File: src/rtl/l2_request_responder.sv
// l2_request_responder: in-order L1 miss/writeback request queue with a fixed-latency
// access to the L2 line array; reads complete with a registered one-cycle done pulse.
module l2_request_responder #(
    parameter int ADDR_W     = 32,
    parameter int LINE_W     = 128,
    parameter int DEPTH      = 4,
    parameter int ACCESS_LAT = 4
) (
    input  logic              clock,
    input  logic              reset,
    input  logic              valid_l2,
    input  logic              rw_l2,
    input  logic [ADDR_W-1:0] addr_l2,
    input  logic [LINE_W-1:0] wdata_l2,
    output logic              stall_l2,
    output logic              done_l2,
    output logic [LINE_W-1:0] rdata_l2,
    output logic [ADDR_W-1:0] done_addr,
    output logic              arr_en,
    output logic              arr_we,
    output logic [ADDR_W-1:0] arr_addr,
    output logic [LINE_W-1:0] arr_wdata,
    input  logic [LINE_W-1:0] arr_rdata
);
    localparam int PW    = $clog2(DEPTH);
    localparam int LAT_W = $clog2(ACCESS_LAT) + 1;

    typedef enum logic [1:0] {IDLE, WAIT_LAT, ACCESS, RESPOND} state_t;

    state_t             state, state_nxt;
    logic [PW:0]        count;
    logic [PW-1:0]      wr_ptr, rd_ptr;
    logic [LAT_W-1:0]   lat_cnt;
    logic               q_rw    [DEPTH];
    logic [ADDR_W-1:0]  q_addr  [DEPTH];
    logic [LINE_W-1:0]  q_wdata [DEPTH];
    logic               cur_rw;
    logic [ADDR_W-1:0]  cur_addr;
    logic [LINE_W-1:0]  cur_wdata;
    logic               push, pop;

    // Stall depends only on the registered count, never on valid_l2.
    assign stall_l2 = count == (PW+1)'(DEPTH);
    assign push     = valid_l2 && !stall_l2;
    assign pop      = state == IDLE && count != '0;

    always_ff @(posedge clock) begin
        if (push) begin
            q_rw[wr_ptr]    <= rw_l2;
            q_addr[wr_ptr]  <= addr_l2;
            q_wdata[wr_ptr] <= wdata_l2;
        end
    end

    always_ff @(posedge clock or posedge reset) begin
        if (reset) begin
            count     <= '0;
            wr_ptr    <= '0;
            rd_ptr    <= '0;
            lat_cnt   <= '0;
            state     <= IDLE;
            cur_rw    <= 1'b0;
            cur_addr  <= '0;
            cur_wdata <= '0;
        end else begin
            state  <= state_nxt;
            count  <= count + {{PW{1'b0}}, push} - {{PW{1'b0}}, pop};
            wr_ptr <= push ? wr_ptr + 1'b1 : wr_ptr;
            rd_ptr <= pop ? rd_ptr + 1'b1 : rd_ptr;
            if (pop) begin
                cur_rw    <= q_rw[rd_ptr];
                cur_addr  <= q_addr[rd_ptr];
                cur_wdata <= q_wdata[rd_ptr];
                lat_cnt   <= LAT_W'(ACCESS_LAT - 1);
            end else if (state == WAIT_LAT && lat_cnt != '0) begin
                lat_cnt <= lat_cnt - 1'b1;
            end
        end
    end

    always_comb begin
        state_nxt = state;
        case (state)
            IDLE:     state_nxt = count != '0 ? WAIT_LAT : IDLE;
            WAIT_LAT: state_nxt = lat_cnt == '0 ? ACCESS : WAIT_LAT;
            ACCESS:   state_nxt = cur_rw ? IDLE : RESPOND;
            RESPOND:  state_nxt = IDLE;
            default:  state_nxt = IDLE;
        endcase
    end

    always_comb begin
        arr_en    = state == ACCESS;
        arr_we    = arr_en && cur_rw;
        arr_addr  = arr_en ? cur_addr : '0;
        arr_wdata = arr_en ? cur_wdata : '0;
    end

    // Array read data arrives during RESPOND and is registered onto the done outputs.
    always_ff @(posedge clock or posedge reset) begin
        if (reset) begin
            done_l2   <= 1'b0;
            rdata_l2  <= '0;
            done_addr <= '0;
        end else begin
            done_l2   <= state == RESPOND;
            rdata_l2  <= state == RESPOND ? arr_rdata : '0;
            done_addr <= state == RESPOND ? cur_addr : '0;
        end
    end
endmodule

File: config.mk
export PLATFORM = sky130hd
export DESIGN_NAME = l2_request_responder
export DESIGN_NICKNAME = d
export VERILOG_FILES = /design/src/rtl/l2_request_responder.sv
export SDC_FILE = /design/constraint.sdc
export NUM_CORES = 1
export LEC_CHECK = 0
export CORE_MARGIN = 1.5
export CORE_UTILIZATION = 44
export DETAILED_ROUTE_END_ITERATION = 6
export HOLD_SLACK_MARGIN = 0.05
export PLACE_DENSITY_LB_ADDON = 0.08
export SLEW_MARGIN = 20
export SYNTH_ARGS = -nofsm -noshare
export SYNTH_HDL_FRONTEND = slang
export SYNTH_SLANG_ARGS = --single-unit
File: constraint.sdc
create_clock -name clock -period 33.7 [get_ports clock]
set_clock_uncertainty 0.05 [all_clocks]
set_input_delay 6.74 -clock clock [delete_from_list [all_inputs] [get_ports clock]]
set_output_delay 6.74 -clock clock [all_outputs]
set_load 0.005 [all_outputs]
==> results of run 1 <==
## registers in the layout, summed over array words and instances, names as in the netlist, 3 cells and up
| name | cells |
|---|---|
| q_wdata | 512 |
| q_addr | 128 |
| lat_cnt | 3 |
| cur_addr | 32 |
| q_rw | 4 |
| done_addr | 32 |
| count | 3 |
| cur_wdata | 128 |
| rdata_l2 | 128 |
## critical path: stages (launching register included)
cell and delay, ns:
dfrtp_4 0.63, nand2b_1 0.26, inv_4 0.38, buf_4 0.69
and2_1 0.25, clkdlybuf4s50_1 0.51
## area by class of cell
cell class | count | area share (%)
antenna | 15 | 0.08029
clock buffer | 162 | 6.482
clock inverter | 31 | 0.4550
inverter | 12 | 0.1338
multi-input combinational | 681 | 17.11
sequential | 978 | 59.27
tap | 1070 | 2.864
timing repair buffer | 637 | 13.60
## metal layers
layer	up-vias	wire length, um	part of all wire [%]
li1	8145	-	-
met1	9534	33450	38
met2	529	46590	53
met3	138	5420	6.2
met4	14	2259	2.6
met5	-	94	0.11
## layout by cell type (no fill, tap or decap), drive strengths merged, types with 3 or more instances in the layout
cell type / instances
and2: 166
buf: 22
clkbuf: 162
inv: 16
clkdlybuf4s50: 615
edfxtp: 644
and3: 160
ha: 8
dfrtp: 334
nand2: 3
xnor2: 5
mux4: 161
diode: 15
clkinv: 26
mux2: 162
## worst paths after layout
check | from | end | cells after the start
max in group asynchronous | reset | cur_addr[20]$_DFFE_PP0P_ | 4
hold reg to reg | cur_wdata[110]$_DFFE_PP0P_ | cur_wdata[110]$_DFFE_PP0P_ | 1
setup / recovery | state[0]$_DFF_PP0_ | arr_wdata[60] | 5
min in group asynchronous | reset | done_addr[31]$_DFF_PP0_ | 2
setup reg to reg | state[0]$_DFF_PP0_ | cur_wdata[18]$_DFFE_PP0P_ | 4
hold / removal | cur_wdata[110]$_DFFE_PP0P_ | cur_wdata[110]$_DFFE_PP0P_ | 1
## logic make-up after synthesis
group | Yosys count | share of synthesized area, %
adder cells (fa/ha/maj) | 9 | 0.3301
AND/OR/NAND/NOR | 340 | 5.839
multiplexers | 323 | 15.60
XOR/XNOR | 5 | 0.1204
flip-flops | 978 | 76.12
AO/OA/AOI/OAI | 4 | 0.07564
buffers and inverters | 119 | 1.912
## Yosys cell counts
cell type	number	share of area, %
fa_1	1	0.055
mux2_2	92	2.8
nand3b_1	1	0.021
or3_1	1	0.017
inv_6	1	0.024
buf_4	10	0.21
and2_1	166	2.9
nand3_1	1	0.014
edfxtp_1	644	53
mux4_2	161	10
buf_6	9	0.28
clkbuf_1	69	0.71
and3_1	160	2.8
mux2_4	60	2.5
nand2b_1	1	0.017
clkinv_1	1	0.010
or4b_1	1	0.028
xnor2_1	5	0.12
buf_12	7	0.39
mux2_1	10	0.31
a211oi_1	1	0.021
nor2b_1	1	0.017
o21ai_0	1	0.014
nor3_1	1	0.014
o211ai_1	2	0.041
inv_1	10	0.10
dfrtp_1	334	23
nand2_1	3	0.031
buf_2	11	0.15
buf_8	1	0.041
ha_1	8	0.28
nor2_1	1	0.010
or3b_2	1	0.024
nor3b_1	2	0.041
## power by group through the flow
stage               sequential, mW  clock (mW)  combinational (mW)
finish                        1.77        1.08               0.977
detailed placement            1.81           0                1.00
floorplan                     1.72           0               0.742
global route                  1.81        1.15                1.06
global placement              1.80           0               0.987
CTS                           1.79        1.11                1.00
## through the flow
stage	instance area, um^2	hold slack [ns]
after CTS	46710	0.4304
after detailed placement	43470	0.4168
after global placement	43440	0.4164
final	46750	0.4260
after global routing	46740	0.4652
after floorplan	36380	0.3989
==> impl_metrics.env, run 1 <==
export IMPL_status="finished clean"
export IMPL_htreeDepth=3
export IMPL_end_kind="output port"
export IMPL_final_cells=3586
export IMPL_power_leakage_nw=17.61
export IMPL_seq_area_frac_synth_pct=76.12
export IMPL_critPathArrivalTime_ns=3.58
export IMPL_globalRouteMet2Util_pct=36.66
export IMPL_cellPowerDensity_nw_per_um2=81.88
export IMPL_grt_pass1_wl_um=130700
export IMPL_rsz0062_at_grt="false"
export IMPL_fmax_mhz=96.42
export IMPL_drt_iter0_drc=880
export IMPL_busiest_layer="met2"
export IMPL_syn_area_per_cell_um2=20.46
export IMPL_p_seq_share_pct=46.4
export IMPL_yosys_warnings=0
export IMPL_cts_root_buffer="clkbuf_16"
export IMPL_intPower_mw=2.762
export IMPL_seq_area_um2=27710
export IMPL_grt_usage_pct=20.87
export IMPL_finalNetCount=2713
export IMPL_synth_cell_type_count=34
export IMPL_comb_power_share_pct=25.5
export IMPL_drc=0
export IMPL_place_worst_setup_slack_ns=23.82
export IMPL_ys_ff_latch=978
export IMPL_clk_latency_ns=0.65
export IMPL_grt_max_degree=139
export IMPL_io_buffers=615
export IMPL_critPathKind="reg -> out"
export IMPL_postLayoutCoreUtil_pct=57.03
export IMPL_io_pins=616
export IMPL_critPathRequiredTime_ns=26.91
export IMPL_ctsLongestPathBuffers=3
export IMPL_wl_per_cell_um=24.49
export IMPL_setup_ws_ns=23.33
export IMPL_drt_total_wl_um=87820
export IMPL_dp_hpwl_um=54620
export IMPL_r2r_setup_slack_ns=30.30
export IMPL_dieArea_um2=84430
export IMPL_cts_tree="done"
export IMPL_max_slew_margin_rel_pct=30.39
export IMPL_worstMarginPinSlew_ns=1.044
export IMPL_max_vdd_ir_drop_uv=66.49
export IMPL_critical_path_startpoint_type="flop"
export IMPL_die_w_um=290.6
export IMPL_min_path_type="reg -> reg"
export IMPL_drive_above_1_share_pct=19.95
export IMPL_path_clk_slew_ns=0.06
export IMPL_area_growth_pct=28.50
export IMPL_grt_antenna_before_repair=24
export IMPL_grt_pass1_vias=19552
export IMPL_multi_input_area_um2=8001
export IMPL_clock_sinks=978
export IMPL_cts_hold_buf=0
export IMPL_period_needed_ns=10.37
export IMPL_maxCapViolations=0
export IMPL_power_share_clock_pct=28.1
export IMPL_gp_congestion=0.8096
export IMPL_power_total_mw=3.828
export IMPL_setup_viol=0
export IMPL_met3_usage_pct=5.292
export IMPL_die_y_um=290.6
export IMPL_coreArea_um2=81980
export IMPL_cts_resized_gates=0
export IMPL_syn_num_nets=2079
export IMPL_antenna_left=0
export IMPL_grt_overflow=0
export IMPL_syn_inst=1778
export IMPL_post_cts_buffers=0
export IMPL_path_max_fanout=111
export IMPL_met1_usage_pct=25.02
export IMPL_via_count=18360
export IMPL_fin_tns_setup_ns=0
export IMPL_post_route_period_util_pct=30.77
export IMPL_numCtsBuffers=102
export IMPL_hold_violations=0
export IMPL_rows=105
export IMPL_routed_via_density=5.120
export IMPL_drtPass1Iterations=5
export IMPL_post_place_cells=3378
export IMPL_final_max_slew_violation_count=0
export IMPL_start_util_pct=44.38
export IMPL_power_switching_mw=1.066
export IMPL_sw_frac_of_total_pct=27.85
export IMPL_nFillCells=6248
export IMPL_syn_cell_area_um2=36380
(Power assumes the default switching activity.)
==> run 2: changes to the inputs <==
==> constraint.sdc (replaced) <==
create_clock -name clock -period 10.15 [get_ports clock]
set_clock_uncertainty 0.05 [all_clocks]
set_input_delay 2.03 -clock clock [delete_from_list [all_inputs] [get_ports clock]]
set_output_delay 2.03 -clock clock [all_outputs]
set_load 0.005 [all_outputs]
==> run 2 against run 1 <==
Compared with the run above:
- cell count is 0.36% lower
- clock power grew to 3.4 times the previous value
- critical endpoint is now arr_addr[6]
- combinational power grew to 3.4 times the previous value
==> impl_metrics.env, run 2 (synthesis gave the netlist of run 1 again) <==
export IMPL_status="finished clean"
export IMPL_clk_latency_ns=0.64
export IMPL_post_place_cells=3376
export IMPL_fin_tns_setup_ns=0
export IMPL_highest_layer="met5"
export IMPL_fmax_mhz=183.7
export IMPL_hold_violations=0
export IMPL_final_max_slew_violation_count=0
export IMPL_dp_hpwl_um=53590
export IMPL_period_needed_ns=5.444
export IMPL_r2r_start="state[1]$_DFF_PP0_"
export IMPL_critPathKind="reg -> out"
export IMPL_critical_path_startpoint_type="flop"
export IMPL_cts_resized_gates=0
export IMPL_routed_via_density=5.115
export IMPL_clock_sinks=978
export IMPL_path_clk_slew_ns=0.06
export IMPL_gp_congestion=0.7839
export IMPL_cellPowerDensity_nw_per_um2=273.7
export IMPL_die_w_um=290.6
export IMPL_maxCapViolations=0
export IMPL_setup_viol=0
export IMPL_critPathArrivalTime_ns=3.36
export IMPL_drc=0
export IMPL_min_path_type="reg -> reg"
export IMPL_grt_pass1_vias=19599
export IMPL_cts_hold_buf=0
export IMPL_grt_usage_pct=20.88
export IMPL_die_y_um=290.6
export IMPL_drt_iter0_drc=891
export IMPL_dieArea_um2=84430
export IMPL_finalNetCount=2709
export IMPL_max_vdd_ir_drop_uv=212.1
export IMPL_cts_tree="done"
export IMPL_intPower_mw=9.330
export IMPL_end_kind="output port"
export IMPL_power_total_mw=12.83
export IMPL_drt_met1_wl_um=34640
export IMPL_io_pins=616
export IMPL_grt_max_degree=167
export IMPL_cts_root_buffer="clkbuf_16"
export IMPL_rows=105
export IMPL_hp_start="cur_wdata[116]$_DFFE_PP0P_"
export IMPL_largest_register="q_wdata"
export IMPL_ctsLongestPathBuffers=3
export IMPL_final_cells=3573
export IMPL_grt_pass1_wl_um=131000
export IMPL_drt_total_wl_um=87500
export IMPL_power_leakage_nw=17.63
export IMPL_rsz0062_at_grt="false"
export IMPL_post_cts_buffers=0
export IMPL_final_common_cell="edfxtp_1"
export IMPL_grt_antenna_before_repair=25
export IMPL_grt_overflow=0
export IMPL_post_route_period_util_pct=53.63
export IMPL_drive_above_1_share_pct=19.84
export IMPL_wl_per_cell_um=24.49
export IMPL_htreeDepth=3
export IMPL_cp_startpoint="state[0]$_DFF_PP0_"
export IMPL_place_worst_setup_slack_ns=5.186
export IMPL_placed_area_um2=43490
export IMPL_via_count=18277
export IMPL_power_switching_mw=3.497
export IMPL_critPathRequiredTime_ns=8.07
export IMPL_coreArea_um2=81980
export IMPL_power_share_clock_pct=28.8
export IMPL_area_growth_pct=28.82
export IMPL_max_slew_margin_rel_pct=28.78
export IMPL_largest_reg_flops=512
export IMPL_worstMarginPinSlew_ns=1.068
export IMPL_drtPass1Iterations=5
export IMPL_p_seq_share_pct=45.4
export IMPL_final_area_um2=46870
export IMPL_final_cell_mix="edfxtp_1, clkdlybuf4s50_1, dfrtp_1, and2_1, mux4_2"
export IMPL_sw_frac_of_total_pct=27.26
export IMPL_comb_power_share_pct=25.8
export IMPL_wl_met2_um=45790
export IMPL_path_max_fanout=83
export IMPL_io_buffers=615
export IMPL_numCtsBuffers=100
export IMPL_routed_wl_met3_um=4540
export IMPL_start_util_pct=44.38
export IMPL_setup_ws_ns=4.706
export IMPL_antenna_left=0
[run 2: cell types whose count changed in the layout (fill, tap and decap cells not counted), moves of 4 or more]
cell        delta
buf_4          -7
clkbuf_1      -10
clkinvlp_4     +5
clkbuf_8       -9
clkinv_2       -5
buf_12         +4
diode_2        -7
clkinv_1       +8
bufinv_16     +10
[run 2: worst paths after layout]
path	to	slack, ns	depth (start not counted)
min in group asynchronous	cur_wdata[52]$_DFFE_PP0P_	1.85	3
worst min-delay path	cur_wdata[116]$_DFFE_PP0P_	0.43	1
max in group asynchronous	done_addr[14]$_DFF_PP0_	6.69	4
worst max-delay path	arr_addr[6]	4.71	5
worst min register to register	cur_wdata[116]$_DFFE_PP0P_	0.43	1
worst max register to register	cur_wdata[41]$_DFFE_PP0P_	5.93	6
[run 2: routing by layer]
metal	track usage [%]	vias to the layer above
li1	-	8116
met1	26.14	9494
met2	36.11	489
met3	4.558	156
met4	6.857	22
met5	0	-
[run 2: layout make-up]
class	count	area, um^2
fill	6317	35110
sequential	978	27710
multi-input combinational	681	8001
timing repair buffer	635	6380
clock buffer	142	2844
tap	1070	1339
clock inverter	47	516.7
inverter	12	58.81
antenna	8	20.02
[run 2: power by group through the flow]
stage          registers (mW)  clock network (mW)  logic [mW]
3_5_place_dp             5.93                   0        3.40
4_1_cts                  5.86                3.79        3.41
2_1_floorplan            5.70                   0        2.46
3_3_place_gp             5.90                   0        3.34
6_report                 5.83                3.70        3.31
5_1_grt                  5.93                3.93        3.59
[run 2: critical path, cell delays in order (launching register included)]
cell             delay [ns]
dfrtp_4                0.48
nand2b_1               0.21
inv_4                  0.51
buf_4                  0.60
and2_1                 0.23
clkdlybuf4s50_1        0.52
[run 2: metrics by stage]
step           hold WS, ns  util (%)
2_1_floorplan       0.3989         -
3_3_place_gp        0.4143     53.04
3_5_place_dp        0.4217     53.05
4_1_cts             0.4378     57.15
5_1_grt             0.4448     57.17
6_report            0.4333     57.17
